## src/rtl/rf_dbg_pkg.sv

```systemverilog
// -----------------------------------------------------------------------------
// rf_dbg_pkg
// Shared definitions for the register-file debug access block: register-file
// geometry and the controller state encoding.
// -----------------------------------------------------------------------------
package rf_dbg_pkg;

    localparam int REG_ADDR_W = 5;   // x0..x31
    localparam int XLEN       = 32;  // register width

    typedef enum logic [2:0] {
        ST_IDLE, // no command, core free to run
        ST_HALT, // command latched, waiting for the core to stop
        ST_EXEC, // single cycle that owns the register-file ports
        ST_RESP, // response offered until consumed
        ST_HOLD  // core kept halted a few cycles in case another command follows
    } dbg_state_e;

endpackage

```

## src/rtl/rf_debug_access.sv

```systemverilog
// -----------------------------------------------------------------------------
// rf_debug_access
// Lets a debugger read or write the core register file. The core is first
// asked to halt (halt_req/halt_ack), then the command is executed in a single
// cycle on the register-file ports, and a response is returned. After the
// response the core is kept halted for HOLD_CYCLES idle cycles so that a
// burst of debug commands does not pay the halt handshake each time.
//
// Ports
//   clk, rst_n              clock, asynchronous active-low reset
//   cmd_valid/cmd_ready     command handshake
//   cmd_write/addr/wdata    command: 1 = write, target register, write data
//   rsp_valid/rsp_ready     response handshake
//   rsp_rdata/rsp_err       read data (0 for writes), 1 = write to x0 refused
//   halt_req/halt_ack       halt request to the core / core is stopped
//   rf_rd_addr/rf_rd_data   register-file read port 1 (combinational data)
//   rf_wr_en/addr/data      register-file write port
//
// HOLD_CYCLES: idle cycles halt_req stays high after a response, 1..15.
// -----------------------------------------------------------------------------
module rf_debug_access
    import rf_dbg_pkg::*;
#(
    parameter int unsigned HOLD_CYCLES = 4
) (
    input  logic                  clk,
    input  logic                  rst_n,

    input  logic                  cmd_valid,
    output logic                  cmd_ready,
    input  logic                  cmd_write,
    input  logic [REG_ADDR_W-1:0] cmd_addr,
    input  logic [XLEN-1:0]       cmd_wdata,

    output logic                  rsp_valid,
    input  logic                  rsp_ready,
    output logic [XLEN-1:0]       rsp_rdata,
    output logic                  rsp_err,

    output logic                  halt_req,
    input  logic                  halt_ack,

    output logic [REG_ADDR_W-1:0] rf_rd_addr,
    input  logic [XLEN-1:0]       rf_rd_data,
    output logic                  rf_wr_en,
    output logic [REG_ADDR_W-1:0] rf_wr_addr,
    output logic [XLEN-1:0]       rf_wr_data
);

    // The hold counter is 4 bits wide, which bounds HOLD_CYCLES to 15.
    localparam logic [3:0] HOLD_LOAD = HOLD_CYCLES[3:0];

    dbg_state_e            state;
    dbg_state_e            next_state;

    logic                  accept;
    logic                  wr_q;
    logic [REG_ADDR_W-1:0] addr_q;
    logic [XLEN-1:0]       wdata_q;
    logic [3:0]            hold_cnt;
    logic                  wr_to_x0;

    // cmd_ready is gated by rst_n so that it reads 0 while reset is held,
    // even though the state register already sits in IDLE.
    assign cmd_ready = rst_n && ((state == ST_IDLE) || (state == ST_HOLD));
    assign accept    = cmd_valid && cmd_ready;
    assign wr_to_x0  = (addr_q == '0);

    // The latched address drives both ports directly; no extra muxing needed.
    assign rf_rd_addr = addr_q;
    assign rf_wr_addr = addr_q;
    assign rf_wr_data = wdata_q;

    // -------------------------------------------------------------------------
    // State register
    // -------------------------------------------------------------------------
    // NOTE: sequential state uses non-blocking assignments so every flop
    // samples the pre-edge values regardless of statement order.
    always_ff @(posedge clk or negedge rst_n) begin
        if (!rst_n) begin
            state <= ST_IDLE;
        end else begin
            state <= next_state;
        end
    end

    // -------------------------------------------------------------------------
    // Next-state and control outputs
    // -------------------------------------------------------------------------
    always_comb begin
        // NOTE: every output of this block gets a default first, so no path
        // leaves one unassigned and no latch is inferred.
        next_state = state;
        halt_req   = 1'b1;
        rsp_valid  = 1'b0;
        rf_wr_en   = 1'b0;

        case (state)
            ST_IDLE: begin
                halt_req = 1'b0;
                if (accept) begin
                    next_state = ST_HALT;
                end
            end

            ST_HALT: begin
                if (halt_ack) begin
                    next_state = ST_EXEC;
                end
            end

            ST_EXEC: begin
                // Writes to x0 are refused: x0 is hardwired to zero.
                rf_wr_en   = wr_q && !wr_to_x0;
                next_state = ST_RESP;
            end

            ST_RESP: begin
                rsp_valid = 1'b1;
                if (rsp_ready) begin
                    next_state = ST_HOLD;
                end
            end

            ST_HOLD: begin
                // A new command takes priority over counter expiry. If the
                // core has since resumed (halt_ack low) it must halt again.
                if (accept) begin
                    next_state = halt_ack ? ST_EXEC : ST_HALT;
                end else if (hold_cnt <= 4'd1) begin
                    next_state = ST_IDLE;
                end
            end

            default: begin
                next_state = ST_IDLE;
            end
        endcase
    end

    // -------------------------------------------------------------------------
    // Command latch, response capture and hold counter
    // -------------------------------------------------------------------------
    always_ff @(posedge clk or negedge rst_n) begin
        if (!rst_n) begin
            wr_q      <= 1'b0;
            addr_q    <= '0;
            wdata_q   <= '0;
            rsp_rdata <= '0;
            rsp_err   <= 1'b0;
            hold_cnt  <= '0;
        end else begin
            if (accept) begin
                wr_q    <= cmd_write;
                addr_q  <= cmd_addr;
                wdata_q <= cmd_wdata;
            end

            // Response fields are captured once, at the end of EXEC, and then
            // stay put for the whole RESP state.
            if (state == ST_EXEC) begin
                rsp_rdata <= wr_q ? '0 : rf_rd_data;
                rsp_err   <= wr_q && wr_to_x0;
            end

            if ((state == ST_RESP) && rsp_ready) begin
                hold_cnt <= HOLD_LOAD;
            end else if (state == ST_HOLD) begin
                hold_cnt <= accept ? 4'd0 : (hold_cnt - 4'd1);
            end
        end
    end

endmodule

```

## config.mk

```make
export PLATFORM = sky130hd
export DESIGN_NAME = rf_debug_access
export DESIGN_NICKNAME = d
export VERILOG_FILES = /design/src/rtl/rf_dbg_pkg.sv /design/src/rtl/rf_debug_access.sv
export SDC_FILE = /design/constraint.sdc
export NUM_CORES = 1
export LEC_CHECK = 0
export ABC_AREA = 1
export ABC_CLOCK_PERIOD_IN_PS = 2100
export CORE_MARGIN = 2
export CORE_UTILIZATION = 44
export CTS_CLUSTER_DIAMETER = 80
export DETAILED_ROUTE_END_ITERATION = 8
export PLACE_DENSITY = 0.82
export SLEW_MARGIN = 20
export SYNTH_ARGS = -nofsm -noshare
export SYNTH_HDL_FRONTEND = slang
export SYNTH_SLANG_ARGS = --single-unit
export TNS_END_PERCENT = 5
```

## constraint.sdc

```tcl
create_clock -name clk -period 2.1 [get_ports clk]
set_input_delay 0.42 -clock clk [delete_from_list [all_inputs] [get_ports clk]]
set_output_delay 0.42 -clock clk [all_outputs]
set_load 0.02 [all_outputs]
```

[After elaboration in Yosys (flattened, before gate mapping)]
Index checks and enable logic that the tools add are counted.
Word-level totals
  ROM bits: 0
  memory bits (writable): 0
  register bits after elaboration: 78
  input port bits: 75
  output and inout port bits: 79
  memories: 0
  logic and storage cells: 42
  latch bits: 0
Operators by class
  magnitude comparators: 1
  div/mod/pow operators: 0
  reductions and logical operators: 11
  multiply operators: 0
  bitwise gates (word level): 0
  shifts and indexed selects: 0
  $add $sub $neg: 1
  equality and inequality tests: 8
  mux-type cells: 14
Operators with widths (number)
  32-bit 2-to-1 mux: 1
  3-bit 2-to-1 mux: 5
  3-bit one-hot mux with 5 select lines: 1
  4-bit 2-to-1 mux: 3
  3-bit by 2-bit equality test with 1-bit output, second input constant: 2
  2-bit inequality test, second input constant: 3
  1-bit logical AND: 5
  5-bit logical NOT: 1
  4-bit by 1-bit <= comparator with 1-bit output, second input constant: 1
  4-bit AND reduction: 1
  4-bit by 1-bit subtractor with 4-bit output, second input constant: 1
  3-bit by 1-bit equality test with 1-bit output, second input constant: 1
  3-bit equality test, second input constant: 1
  3-bit logical NOT: 1
  1-bit 2-to-1 mux: 3
  3-bit by 2-bit inequality test with 1-bit output, second input constant: 1
  2-bit 2-to-1 mux: 1
  2-bit nonzero test: 1
  1-bit logical NOT: 1
  1-bit logical OR: 1

[Longest topological paths before layout]
Gate-level depths: netlist of run 1.
  depth after elaboration: 7
  mapped depth: 8
  mapped depth without buffers: 8

[Worst setup path before layout of run 1]
OpenSTA, ideal clock, no wires.
  kind: register to output
  from: register state[0]
  to: output rf_wr_en
  data required time: 1680 ps
  data arrival time: 976 ps
  cell stages (with the launch flop): 4
  path slack: 704 ps
  buffers on the path: 0
  cells stage by stage: dfrtp_1 > inv_1 > nand4_1 > a21oi_1
On the way
  word-level cells in the longest chain between the ends: 2
Ends and longest elaborated chain
  from (decl): line rf_debug_access.sv:53  | dbg_state_e state;
  from (signal assigned): line rf_debug_access.sv:83  | state <= next_state;
  3-bit by 2-bit equality test with 1-bit output: line rf_debug_access.sv:98  | case (state)
  1-bit 2-to-1 mux: line rf_debug_access.sv:98
  to (decl): line rf_debug_access.sv:45  | output logic rf_wr_en,
Every way passes these cells.

[Worst setup path after layout of run 1]
Ends and elaborated chain as after synthesis.

==> impl_metrics.json, run 1 <==
{
  "htree_levels": 3,
  "place_inst": 610,
  "fillCellCount": 552,
  "cts_buffers": 9,
  "gp_congestion": 0.766,
  "power_frac_comb_pct": 49.7,
  "clk_root_buffer_cell": "clkbuf_8",
  "required_ns": 1.68,
  "start_util_pct": 45.0,
  "p_int_mw": 4.39,
  "syn_to_final_growth_pct": 56.1,
  "grt.total_usage_pct": 21.2,
  "period_share_pct": 92.1,
  "rrSetupSlack_ns": 0.63,
  "yosysMostFrequentCell": "nand2_1",
  "slew_headroom_pct": 75.8,
  "rsz0062_at_grt": "false",
  "yosys.area.top_type": "dfrtp_1",
  "cts_buffer_depth": 2,
  "leakage_nw": 2.44,
  "swShare_pct": 40.1,
  "instances_no_fill": 627,
  "async_reset_ff_share_pct": 100,
  "grt_pass1_wl_um": 13800,
  "coreArea_um2": 7210,
  "drt_wl_total_um": 8440,
  "reg2reg_from": "state[1]",
  "critical_path_peak_fanout": 4,
  "dr.pass1.iters": 4,
  "drv_slew": 0,
  "p_sw_mw": 2.94,
  "vias_per_cell": 4.75,
  "synth_top_flop_cell": "dfrtp_1",
  "reg2reg_to": "rf_wr_data[15]",
  "clk_latency_ns": 0.34,
  "drt-wirelength-per-cell_um": 13.5,
  "fp-row-count": 31,
  "synth_nets": 453,
  "seqPwrFrac_pct": 34.7,
  "dieArea_um2": 8080,
  "cts_tree": "built",
  "io_buffers": 153,
  "yosysUniqueCellTypes": 22,
  "diodes": 0,
  "remaining_drc_errors": 0,
  "pwr-share-clk_pct": 15.6,
  "yosys-top-cells-count": "nand2_1 (195), dfrtp_1 (78), o21ai_0 (21)",
  "max_freq_mhz": 517,
  "fin_worst_skew_ns": 0.0104,
  "hold_path_class": "primary input to asynchronous set/reset pin",
  "drtAntennaViolNets": 0,
  "postLayoutCoreUtil_pct": 70.2,
  "tightest_slew_ns": 0.363,
  "ioPinCount": 154,
  "die_w_um": 89.9,
  "overflow": 0,
  "power_density_nw_per_um2": 1450,
  "hpwl_um": 6140,
  "yosys_warnings": 0,
  "netlist_area_um2": 3250,
  "grt_max_degree": 79,
  "drtIter0Drc": 100,
  "die_h_um": 89.9,
  "synth_top_area_share_pct": 60.1,
  "fin_tns_setup_ns": 0,
  "post_route_cells_drive_above_1_share_pct": 5.49,
  "synth_area_leaders": "dfrtp_1 (60%), nand2_1 (23%), o21ai_0 (3.2%)",
  "start_kind": "flop",
  "drv_cap": 0,
  "clkTransAtPathRegs_ns": 0.09,
  "ys_ff_latch": 78,
  "setup_violations": 0,
  "final_net_count": 600,
  "antenna_found_initial": 0,
  "syn_avg_cell_area_um2": 8.63,
  "finalHoldViolCount": 0,
  "crit_type": "flop to output pin",
  "grt_pass1_vias": 2916,
  "cts.sinks": 78,
  "peakVddDrop_v": 0.000784,
  "arrival_ns": 1.51,
  "period_needed_ns": 1.93,
  "synth_edf_count": 0,
  "crit_path_end_kind": "output pin",
  "status": "finished clean",
  "synth_cells": 376,
  "yosysSeqAreaShare_pct": 60.1,
  "vias": 2976,
  "r2r_cells": 6
}
## logic make-up after synthesis
| group | synth area share [%] |
|---|---|
| adders and majority gates | 0.771 |
| buffers and inverters | 5.94 |
| DFF | 60.1 |
| AOI/OAI and AO/OA | 6.55 |
| and+or+nand+nor | 26.1 |
| xor gates and xnor gates | 0.540 |
## worst max-delay path, stage by stage, from the launching register on
cell	delay [ns]
dfrtp_1	0.43
inv_1	0.14
nand4_1	0.12
a21oi_1	0.13
dlygate4sd2_1	0.36
## through the flow
stage               area, um2  worst slack [ns]  hold slack, ns  total power [mW]
CTS                      5030           0.00415           0.405              7.40
global route             5060            0.0175           0.102              7.80
floorplan                3250             0.704           0.124              4.50
global placement         4820             0.265           0.463              6.14
detailed placement       4820             0.241           0.465              6.24
finish                   5060             0.165          0.0952              7.32
## area by class of cell
class,count,area (um2),share of cell area (%)
Sequential cell,78,1950,38.6
Timing Repair Buffer,159,1620,32.0
Multi-Input combinational cell,260,1100,21.7
Clock buffer,10,138,2.72
Tap cell,99,124,2.45
Clock inverter,6,71.3,1.41
Inverter,15,56.3,1.11
## cells in the final DEF, fill, tap and decap left out
cell type and n:
nand2_1 195, clkdlybuf4s50_1 148, dfrtp_1 77, o21ai_0 21, o21ai_1 17, inv_1 14
clkbuf_8 10, nor2_1 6, nand3_1 6, buf_4 4, a21oi_1 3, clkinv_4 3
nor3_1 2, xnor2_1 2, ha_1 2, clkinvlp_4 2, dlygate4sd2_1 2, dlymetal6s2s_1 2
buf_12 2, nor2_2 1, nor2_4 1, nand4_1 1, nand3_4 1, inv_2 1
o211ai_1 1, nand3_2 1, bufinv_16 1, buf_16 1, dfrtp_2 1
## registers in the layout, indices dropped and copies added (netlist names)
register	flops
rf_rd_addr	5
state	3
rsp_rdata	32
hold_cnt	4
rsp_err	1
wr_q	1
rf_wr_data	32
## repair_timing
item / in CTS / in global routing
setup buffers: 0 / 0
endpoints found under the setup margin: 4 / 2
resized for setup: 3 / 2
hold buffers: 0 / 0
## per-layer routing
layer	share of wire, %	global-route usage [%]	routed length (um)
met5	0	0	0
met4	1.1	5.00	92
met3	9.1	7.80	765
met2	46	34.8	3920
met1	43	26.9	3670
## how the worst max path moves through the flow
stage / from / to / slack, ns
4_1_cts: state[1] / cmd_ready / 0.004
5_1_grt: state[0] / rf_wr_en / 0.02
6_report: state[0] / rf_wr_en / 0.17
3_5_place_dp: state[0] / rf_wr_en / 0.24
2_1_floorplan: state[0] / rf_wr_en / 0.70
3_3_place_gp: state[0] / rf_wr_en / 0.27
## power groups by stage
stage	registers (mW)	logic [mW]	clock network, mW
6_report	2.54	3.64	1.14
2_1_floorplan	3.22	1.27	0
3_5_place_dp	2.55	3.69	0
4_1_cts	2.54	3.69	1.17
3_3_place_gp	2.54	3.60	0
5_1_grt	2.62	3.94	1.24
(Power assumes the default switching activity.)
==> run 2, diff against run 1 <==
--- a/config.mk
+++ b/config.mk
@@ -11,6 +11,7 @@
 export CORE_UTILIZATION = 44
 export CTS_CLUSTER_DIAMETER = 80
 export DETAILED_ROUTE_END_ITERATION = 8
+export GPL_ROUTABILITY_DRIVEN = 0
 export PLACE_DENSITY = 0.82
 export SLEW_MARGIN = 20
 export SYNTH_ARGS = -nofsm -noshare
==> results of run 2 <==
Same layout as run 1: the final DEF is identical, and so are final timing and power.
==> run 3, diff against run 2 <==
--- a/config.mk
+++ b/config.mk
@@ -7,13 +7,13 @@
 export LEC_CHECK = 0
 export ABC_AREA = 1
 export ABC_CLOCK_PERIOD_IN_PS = 2100
-export CORE_MARGIN = 2
 export CORE_UTILIZATION = 44
 export CTS_CLUSTER_DIAMETER = 80
 export DETAILED_ROUTE_END_ITERATION = 8
 export GPL_ROUTABILITY_DRIVEN = 0
+export GPL_TIMING_DRIVEN = 0
 export PLACE_DENSITY = 0.82
-export SLEW_MARGIN = 20
+export SLEW_MARGIN = 15
 export SYNTH_ARGS = -nofsm -noshare
 export SYNTH_HDL_FRONTEND = slang
 export SYNTH_SLANG_ARGS = --single-unit
==> run 3 against run 2 <==
Compared with the run above: die area decreased by 4.4%; largest cell class unchanged; maximum frequency decreased by 0.90%; flip-flop and latch count unchanged; critical path type unchanged; utilization increased by 3.5 points; final area increased by 1.0%; critical endpoint is now rf_wr_addr[0]; combinational power increased by 3%; sequential share of layout area decreased by 0.40 points; power increased by 2.0%.
==> impl_metrics.json, run 3 (synthesis gave the netlist of run 1 again) <==
{
  "fin_tns_setup_ns": 0,
  "die_h_um": 87.9,
  "drt_wl_total_um": 8650,
  "ioPinCount": 154,
  "drtIter0Drc": 85,
  "crit_path_end_kind": "output pin",
  "final_cell_area_um2": 5120,
  "required_ns": 1.68,
  "io_buffers": 153,
  "rsz0062_at_grt": "false",
  "cts_tree": "built",
  "critical_path_peak_fanout": 4,
  "cts_buffer_depth": 2,
  "final_cell_mix": "nand2_1 (195), clkdlybuf4s50_1 (148), dfrtp_1 (77)",
  "layout_commonest_cell": "nand2_1",
  "peakVddDrop_v": 0.000913,
  "cts_buffers": 9,
  "hpwl_um": 6370,
  "clk_root_buffer_cell": "clkbuf_8",
  "max_freq_mhz": 512,
  "tightest_slew_ns": 0.510,
  "grt_pass1_vias": 2861,
  "place_inst": 626,
  "power_mw": 7.47,
  "rrSetupSlack_ns": 0.78,
  "final_net_count": 618,
  "power_density_nw_per_um2": 1460,
  "drv_slew": 0,
  "cts.sinks": 78,
  "setup_violations": 0,
  "r2r_cells": 6,
  "arrival_ns": 1.53,
  "instances_no_fill": 641,
  "fp-row-count": 30,
  "antenna_found_initial": 0,
  "drv_cap": 0,
  "slew_headroom_pct": 66.0,
  "place_area_um2": 4910,
  "start_util_pct": 46.7,
  "htree_levels": 3,
  "syn_to_final_growth_pct": 57.7,
  "period_share_pct": 93.0,
  "fillCellCount": 542,
  "diodes": 0,
  "clkTransAtPathRegs_ns": 0.08,
  "drtAntennaViolNets": 0,
  "status": "finished clean",
  "period_needed_ns": 1.95,
  "dieArea_um2": 7720,
  "hold_path_class": "primary input to asynchronous set/reset pin",
  "start_kind": "flop",
  "crit_type": "flop to output pin",
  "remaining_drc_errors": 0,
  "vias": 2995,
  "overflow": 0,
  "clk_latency_ns": 0.34,
  "drt-wirelength-per-cell_um": 13.5,
  "dp_slack_ns": 0.0205,
  "dr.pass1.iters": 4,
  "grt_pass1_wl_um": 13600,
  "coreArea_um2": 6940,
  "finalHoldViolCount": 0,
  "die_w_um": 87.9,
  "setup_ws_ns": 0.148,
  "fin_worst_skew_ns": 0.00961,
  "grt.total_usage_pct": 23.4,
  "vias_per_cell": 4.67,
  "grt_max_degree": 44,
  "leakage_nw": 2.49,
  "post_route_cells_drive_above_1_share_pct": 7.34
}
==> run 3: timing repair <==
action | in CTS | in global routing
hold buffers | 0 | 0
endpoints found under the setup margin | 4 | 1
gates resized for setup | 4 | 1
setup buffers | 0 | 0
==> run 3: final timing paths <==
check | from | end
worst max-delay path | rf_rd_addr[0] | rf_wr_addr[0]
worst min-delay path | rst_n | rsp_rdata[19]
worst max register to register | state[0] | rsp_rdata[19]
worst min register to register | rf_wr_data[31] | rf_wr_data[31]
max in group asynchronous | rst_n | rf_rd_addr[4]
min in group clk | rf_wr_data[31] | rf_wr_data[31]
==> run 3: area by class of cell <==
class                           count  area [um2]  area share [%]
Buffer                             23         136            2.67
Clock buffer                       10         128            2.49
Clock inverter                      5        75.1            1.47
Inverter                           15        56.3            1.10
Multi-Input combinational cell    260        1100            21.5
Sequential cell                    78        1950            38.2
Tap cell                           96         120            2.35
Timing Repair Buffer              154        1550            30.2
==> run 3: critical path, cell delays in order (launching register included) <==
cell and delay (ns):
dfrtp_1 0.47, buf_4 0.15, clkdlybuf4s50_1 0.58
==> run 3: where the power goes <==
part | internal (mW) | leakage (nW) | switching (mW) | total (mW)
registers | 2.14 | 0.988 | 0.419 | 2.56
logic | 1.72 | 1.39 | 2.02 | 3.74
clock network | 0.657 | 0.106 | 0.511 | 1.17
==> run 3: routing by layer <==
| metal | routed length (um) | GRT usage, % | up-vias |
|---|---|---|---|
| li1 | - | - | 1488 |
| met1 | 3710 | 29.6 | 1361 |
| met2 | 3890 | 37.4 | 141 |
| met3 | 978 | 9.61 | 5 |
| met4 | 74 | 5.81 | 0 |
| met5 | 0 | 0 | - |
==> run 3: through the flow <==
| step | hold WS [ns] | util (%) |
|---|---|---|
| 6_report | 0.0400 | 73.7 |
| 5_1_grt | 0.0633 | 73.7 |
| 4_1_cts | 0.0514 | 73.7 |
| 3_5_place_dp | 0.422 | 70.8 |
| 3_3_place_gp | 0.460 | 70.5 |
| 2_1_floorplan | 0.124 | - |
